`config.mk`:
```
export PLATFORM = sky130hd
export DESIGN_NAME = ps2_scancode_writer
export DESIGN_NICKNAME = d
export VERILOG_FILES = /design/src/rtl/keyboard_pkg.sv /design/src/rtl/ps2_frame_rx.sv /design/src/rtl/ps2_scancode_writer.sv
export SDC_FILE = /design/constraint.sdc
export NUM_CORES = 1
export LEC_CHECK = 0
export CORE_AREA = 2 2 70 72
export CTS_CLUSTER_DIAMETER = 150
export DETAILED_ROUTE_END_ITERATION = 10
export DIE_AREA = 0 0 72 74
export DONT_BUFFER_PORTS = 1
export PLACE_DENSITY_LB_ADDON = 0.08
export SLEW_MARGIN = 25
export SYNTH_ARGS = -nofsm -noshare
export SYNTH_HDL_FRONTEND = slang
export SYNTH_HIERARCHICAL = 1
export SYNTH_SLANG_ARGS = --single-unit
```
`constraint.sdc`:
```
create_clock -name Clock -period 2.8 [get_ports Clock]
set_input_delay 0.42 -clock Clock [delete_from_list [all_inputs] [get_ports Clock]]
set_output_delay 0.42 -clock Clock [all_outputs]
set_load 0.02 [all_outputs]
```
`src/rtl/keyboard_pkg.sv`:
```
// keyboard_pkg: shared PS/2 prefix codes, RAM word layout and frame FSM encoding
package keyboard_pkg;
  localparam logic [7:0] PS2_EXT_PREFIX = 8'hE0;
  localparam logic [7:0] PS2_BRK_PREFIX = 8'hF0;
  localparam int EXT_FLAG_BIT = 8;
  typedef enum logic [1:0] {IDLE, SHIFT, PARITY, STOP} frame_state_t;
endpackage

```
`src/rtl/ps2_frame_rx.sv`:
```
// ps2_frame_rx: synchronises the PS/2 pins and assembles 11-bit frames into bytes; odd parity checked when PS2_PARITY_CHECK_EN is defined
module ps2_frame_rx
  import keyboard_pkg::*;
#(
  parameter int TIMEOUT_CYCLES = 5000
) (
  input  logic       Clock,
  input  logic       Reset_n,
  input  logic       iPS2Clock,
  input  logic       iPS2Data,
  output logic [7:0] oByte,
  output logic       oByteValid,
  output logic       oParityError
);
  localparam int TW = (TIMEOUT_CYCLES > 2) ? $clog2(TIMEOUT_CYCLES) : 1;
  localparam logic [TW-1:0] TMAX = TW'(TIMEOUT_CYCLES - 1);
  logic [1:0] clk_sync, dat_sync;
  logic clk_prev, fall, bit_d, timeout, par_ok;
  logic [2:0] bit_cnt;
  logic [TW-1:0] tcnt;
  frame_state_t state, state_n;
  assign fall = clk_prev & ~clk_sync[1];
  assign bit_d = dat_sync[1];
  assign timeout = tcnt == TMAX;
  // two-stage synchronisers plus the delayed clock level used for edge detection
  always_ff @(posedge Clock or negedge Reset_n)
    if (!Reset_n) begin
      clk_sync <= '1;
      dat_sync <= '1;
      clk_prev <= 1'b1;
    end else begin
      clk_sync <= {clk_sync[0], iPS2Clock};
      dat_sync <= {dat_sync[0], iPS2Data};
      clk_prev <= clk_sync[1];
    end
  // frame state register
  always_ff @(posedge Clock or negedge Reset_n)
    if (!Reset_n) state <= IDLE;
    else state <= state_n;
  // advance on each PS/2 falling edge; a stalled partial frame falls back to IDLE
  always_comb begin
    state_n = state;
    if (fall)
      case (state)
        IDLE:    state_n = bit_d ? IDLE : SHIFT;
        SHIFT:   state_n = (bit_cnt == 3'd7) ? PARITY : SHIFT;
        PARITY:  state_n = STOP;
        default: state_n = IDLE;
      endcase
    else if (timeout)
      state_n = IDLE;
  end
  // shift register, bit counter, saturating timeout counter and frame result pulses
  always_ff @(posedge Clock or negedge Reset_n)
    if (!Reset_n) begin
      bit_cnt      <= '0;
      oByte        <= '0;
      tcnt         <= '0;
      oByteValid   <= 1'b0;
      oParityError <= 1'b0;
    end else begin
      tcnt         <= fall ? '0 : timeout ? tcnt : tcnt + 1'b1;
      oByteValid   <= fall && state == STOP && bit_d && par_ok;
      oParityError <= fall && state == STOP && !par_ok;
      if (fall) begin
        bit_cnt <= (state == SHIFT) ? bit_cnt + 1'b1 : '0;
        if (state == SHIFT) oByte <= {bit_d, oByte[7:1]};
      end
    end
`ifdef PS2_PARITY_CHECK_EN
  // odd parity over the eight data bits and the parity bit, judged at the parity edge
  always_ff @(posedge Clock or negedge Reset_n)
    if (!Reset_n) par_ok <= 1'b1;
    else if (fall && state == PARITY) par_ok <= ^{oByte, bit_d};
`else
  assign par_ok = 1'b1;
`endif
endmodule

```
`src/rtl/ps2_scancode_writer.sv`:
```
// ps2_scancode_writer: decodes PS/2 make/break/extended bytes and writes make codes into the scan-code RAM; parity checking via PS2_PARITY_CHECK_EN
module ps2_scancode_writer
  import keyboard_pkg::*;
#(
  parameter int DATA_WIDTH     = 16,
  parameter int ADDR_WIDTH     = 8,
  parameter int MEM_SIZE       = 8,
  parameter int TIMEOUT_CYCLES = 5000
) (
  input  logic                  Clock,
  input  logic                  Reset_n,
  input  logic                  iPS2Clock,
  input  logic                  iPS2Data,
  input  logic                  iClear,
  output logic                  oWriteEnable,
  output logic [ADDR_WIDTH-1:0] oWriteAddress,
  output logic [DATA_WIDTH-1:0] oWriteData,
  output logic [7:0]            oLastCode,
  output logic                  oParityError
);
  logic [7:0] rx_byte;
  logic rx_valid, ext, brk, is_make, do_write;
  logic [ADDR_WIDTH-1:0] ptr;
  logic [DATA_WIDTH-1:0] word;
  ps2_frame_rx #(.TIMEOUT_CYCLES(TIMEOUT_CYCLES)) u_rx (
    .Clock        (Clock),
    .Reset_n      (Reset_n),
    .iPS2Clock    (iPS2Clock),
    .iPS2Data     (iPS2Data),
    .oByte        (rx_byte),
    .oByteValid   (rx_valid),
    .oParityError (oParityError)
  );
  assign is_make = rx_valid && rx_byte != PS2_EXT_PREFIX && rx_byte != PS2_BRK_PREFIX;
  assign do_write = is_make && !brk && !iClear;
  // RAM word: code in the low byte, extended flag above it, remaining bits zero
  always_comb begin
    word = '0;
    word[7:0] = rx_byte;
    word[EXT_FLAG_BIT] = ext;
  end
  // prefix flags, write pointer and registered RAM write port
  always_ff @(posedge Clock or negedge Reset_n)
    if (!Reset_n) begin
      oWriteEnable  <= 1'b0;
      oWriteAddress <= '0;
      oWriteData    <= '0;
      oLastCode     <= '0;
      ptr           <= '0;
      ext           <= 1'b0;
      brk           <= 1'b0;
    end else begin
      oWriteEnable <= do_write;
      if (do_write) begin
        oWriteAddress <= ptr;
        oWriteData    <= word;
        oLastCode     <= rx_byte;
      end
      if (iClear) ptr <= '0;
      else if (oWriteEnable) ptr <= (ptr == ADDR_WIDTH'(MEM_SIZE)) ? '0 : ptr + 1'b1;
      if (iClear || is_make) begin
        ext <= 1'b0;
        brk <= 1'b0;
      end else if (rx_valid) begin
        ext <= ext | (rx_byte == PS2_EXT_PREFIX);
        brk <= brk | (rx_byte == PS2_BRK_PREFIX);
      end
    end
endmodule

```
# Word level (Yosys, flattened, before mapping)
# Index checks and enable logic that the tools add are counted.
# op_classes
n_div,0
eq_ne,11
magnitude_cmp,0
n_reduce_logical,14
add_sub_neg,3
mul,0
shift,0
n_bitwise,4
muxes,15
# ops
operator,count
$mux W13,2
$mux W8,3
$eq A8 B8 Y1 const B,2
$ne A8 B8 Y1 const B,2
$add A13 B1 Y13 const B,1
$eq A13 B13 Y1 const B,1
$add A8 B1 Y8 const B,1
$eq A8 B4 Y1 const B,1
$logic_and A1 B1 Y1,6
$mux W2,3
$pmux W2 S3,1
$reduce_bool A2 Y1,3
$mux W1,5
$eq A2 B2 Y1 const B,2
$add A3 B1 Y3 const B,1
$eq A3 B3 Y1 const B,1
$mux W3,1
$eq A2 B1 Y1 const B,1
$logic_not A1 Y1,2
$logic_not A2 Y1,1
$ne A2 B1 Y1 const B,1
$or A1 B1 Y1,2
$reduce_and A2 Y1,1
$and A1 B1 Y1,1
2 further kinds,2
# word_totals
word_cells,62
latchBits,0
in_bits,5
mem_bits_ro,0
mem_count,0
ram_bits,0
regBits,68

# Longest topological paths before layout
# depth
word_depth,5
mapped_depth,5
ltp_nobuf,5

# By module
# The synthesis kept the hierarchy.
# modules_own_cells
mod,area_each_um2,cells_per_inst,n_inst
ps2_frame_rx,1412.6,119,1
ps2_scancode_writer,1410.1,112,1

# Worst setup path after synthesis
# OpenSTA, ideal clock, no wires.
# synth_path
kind,register to register
from,register u_rx.oByte[1]
to,register oLastCode[0]
setup_time_ns,0.125
path_slack_ns,1.127
path_stages_with_launch,5
synth_period_minus_slack_ns,1.673
t_required_ns,2.675
path_buffers,1
t_arrival_ns,1.548
path_cell_list,dfrtp_1 > or3_4 > o211ai_4 > buf_12 > mux2_4
# synth_via
elab_chain_cells,5
elab_cells_between_ends,6
# synth_lines
element,line,rtl
"start, declared",ps2_frame_rx.sv:11,"output logic [7:0] oByte,"
"start signal, assigned",ps2_frame_rx.sv:67,"if (state == SHIFT) oByte <= {bit_d, oByte[7:1]};"
$ne A8 B8 Y1,ps2_scancode_writer.sv:34,assign is_make = rx_valid && rx_byte != PS2_EXT_PREFIX && rx_byte != PS2_BRK_PREFIX;
$logic_and A1 B1 Y1,ps2_scancode_writer.sv:34,
$logic_and A1 B1 Y1 (*),ps2_scancode_writer.sv:34,
$logic_and A1 B1 Y1 (*) (2 in a row),ps2_scancode_writer.sv:35,assign do_write = is_make && !brk && !iClear;
"end signal, assigned",ps2_scancode_writer.sv:57,oLastCode <= rx_byte;
"end, declared",ps2_scancode_writer.sv:18,"output logic [7:0] oLastCode,"
# Mark *: on every way between the ends. The rest lies on a longest branch, timed or not.
# A chain may end at the register's enable or synchronous reset.

# Worst setup path after layout
# layout_path
from,register u_rx.oByte[1]
to,register oLastCode[1]
# layout_via
elab_chain_cells,5
elab_cells_between_ends,6
# layout_lines
element,line
$ne A8 B8 Y1,ps2_scancode_writer.sv:34
$logic_and A1 B1 Y1 (2 in a row),ps2_scancode_writer.sv:34
$logic_and A1 B1 Y1 (2 in a row),ps2_scancode_writer.sv:35
# Parallel ways exist; a longest one is shown, timed or not.

==> run metrics <==
area of the die=about 5300 um2; pin count of the biggest net entering global routing=61; post-CTS setup buffer count=0; root buffer cell=clkbuf_8; Pwr Density=about 670 nW/um2; post-detailed-route count of antenna-violating nets=0; Post-Route WL=4.78 mm; worst slew margin relative to its limit=0.447; number of search-and-repair iterations in the first detailed-routing pass=4; Cell Rows=25; proportion of register bits with asynchronous set or reset after synthesis=1.00; sink count of the clock tree=60; type of element launching the critical path=flop; Avg Synthesized Cell Area=12.2 um2; leakage power=approximately 0.0014 uW; DP HPWL=approximately 3.2 mm; total power=between 1500 and 2000 uW; synth unique cells=50; sequential element share of the synthesized area=0.534; Worst Setup End Kind=flop; setup skew after layout=approximately 6 ps; total setup violations reported at the end of the flow=0; initial antenna violation count=0; summed instance area of the synthesized netlist=2820 um2; number of buffers on the longest clock path=2; worst ir drop on vdd=between 0.0004 and 0.0005 V; number of diodes added for antenna fixing=0; Area Overhead vs Synth=5.14%; Yosys warning count=6; Hold Path Class=in2reg; data arrival time of the critical path=around 2200 ps; gpl congestion=between 0.8 and 0.9; number of max-slew violations in the final report=0; Global Route Usage Sum=0.200; Worst Path Required=approximately 3000 ps; DRC violation count after routing=0; area of the multi-input gates=1140 um2; number of max-capacitance violations reported=0; PortBufs=0; CTS clk-pin slew, worst paths=~60 ps; via count of the first global-routing pass=around 1.7k; Post-synth top flop=dfrtp_1; Net count, final=between 200 and 250; number of top-level pins=39; total number of H-tree levels=3; DR iter-0 viols=between 150 and 200; CTS tree=done; wire length of the first global-routing pass=~8.0 mm; Final period util=0.700; starting utilization of the core area=0.614; largest fanout on the critical path=18; floorplan die height=roughly 74 um; Post-Route Utilization=0.645; FF+latch count, synth=60; average routed wire per standard cell=16.8 um; Vias=between 1.5k and 2k; upper clock frequency limit=510 MHz; run status=finished clean; hold violation count in the final report=0; CORE AREA=around 4600 um2; Least-Margin Pin Slew=828 ps; sum of negative setup slack=0 ps; post-layout minimum cycle time=1960 ps; number of standard cells after synthesis=about 230; register area=between 1500 and 2000 um2; Critical Setup Path Class=reg2reg; number of CTS-inserted buffers=9; Post-synth EDFFs=0; fraction of final layout cells with drive strength greater than 1=0.225; fillcell total=345; die width=72 um; via density per instance=roughly 6; final std cell area, no fill=slightly below 3000 um2; Worst-Skew Late Latency=approximately 320 ps; placed cell area=approximately 2700 um2; final global-route overflow total=0; minimum hold slack=between 90 and 100 ps; unrepaired setup endpoints after global routing=false
[cell type report]
class,instances,share of cell area
clock inverters,1,0.00169
clock buffers,15,0.0628
well taps,54,0.0228
inverters,6,0.00759
multi-input cells,147,0.384
repair buffers,2,0.0126
flip-flops and latches,60,0.508
[final timing paths]
check	start	cells after the start	slack, ps	end
max	u_rx/oByte[1]$_DFFE_PN0P_	3	840	oLastCode[1]$_DFFE_PN0P_
min	iPS2Clock	0	90	u_rx/clk_sync[0]$_DFF_PN1_
max in group asynchronous	Reset_n	2	1870	u_rx/clk_sync[1]$_DFF_PN1_
min in group asynchronous	Reset_n	2	610	u_rx/tcnt[6]$_DFFE_PN0P_
min reg2reg	u_rx/dat_sync[0]$_DFF_PN1_	0	360	u_rx/dat_sync[1]$_DFF_PN1_
max reg2reg	u_rx/oByte[1]$_DFFE_PN0P_	3	840	oLastCode[1]$_DFFE_PN0P_
[stage by stage]
stage                     setup WS (ps)  cells
after global placement              897    267
after CTS                           831    285
final                               839    285
after global routing                767    285
after detailed placement            838    267
after floorplan                    1130    237
[layer usage]
layer	share of wire	track usage	vias to the layer above	routed length, um
met3	0.044	0.0447	7	210
met1	0.44	0.236	857	2100
li1	-	-	803	-
met2	0.50	0.330	49	2380
met4	0.018	0.136	0	84
met5	0	0	-	0
[power breakdown]
group	switching (uW)	internal (uW)
registers	84.6	956
clock network	307	418
logic	114	108
[sequential cells by signal, indices dropped and copies added, names as in the netlist, 3 cells and up]
register       cells
oLastCode          7
oWriteAddress      8
ptr                8
u_rx/bit_cnt       3
u_rx/oByte         8
u_rx/tcnt         13
[timing repair]
action / in CTS / in global routing
endpoints found under the hold margin: 60 / 0
setup endpoints to repair: 0 / 0
hold buffers: 2 / 0
resized for setup: 0 / 0
[worst max-delay path, cell delays in order, from the launching register on]
cell      delay, ps
dfrtp_1         400
or3_4           410
o211ai_4        620
mux2_2          410
[cells in the mapped netlist, drive strengths merged (5+ instances only)]
| cell type | number | share of area |
|---|---|---|
| dfrtp | 55 | 0.49 |
| mux2 | 26 | 0.12 |
| buf | 21 | 0.058 |
| a21oi | 12 | 0.021 |
| nand2 | 10 | 0.013 |
| nor2 | 9 | 0.012 |
| o21ai | 8 | 0.014 |
| or3 | 8 | 0.020 |
| inv | 6 | 0.0080 |
| nand3 | 6 | 0.011 |
| dfstp | 5 | 0.047 |
| ha | 5 | 0.022 |
[placed cells by master, fill, tap and decap left out, drive strengths merged, types with 2 or more instances in the layout]
cell and instances:
a21oi 12, a22o 3, clkbuf 15, conb 8, dfrtp 55, dfstp 5
ha 5, inv 6, mux2 26, mux2i 3, nand2 10, nand2b 4
nand3 6, nand4 3, nor2 9, nor2b 4, nor3 2, nor4 3
o2111ai 2, o21a 2, o21ai 8, o31ai 4, or3 8, or4 4
xor2 3
[cell families after synthesis]
group	count (synthesis)	share of synthesized area
AO/OA/AOI/OAI	41	0.102
XOR/XNOR	4	0.0124
adder cells (fa/ha/maj)	5	0.0222
buffers and inverters	30	0.0696
flip-flops	60	0.534
multiplexers	29	0.126
other	2	0.00266
AND/OR/NAND/NOR	60	0.131
No activity file was read; power rests on OpenSTA's default activity.
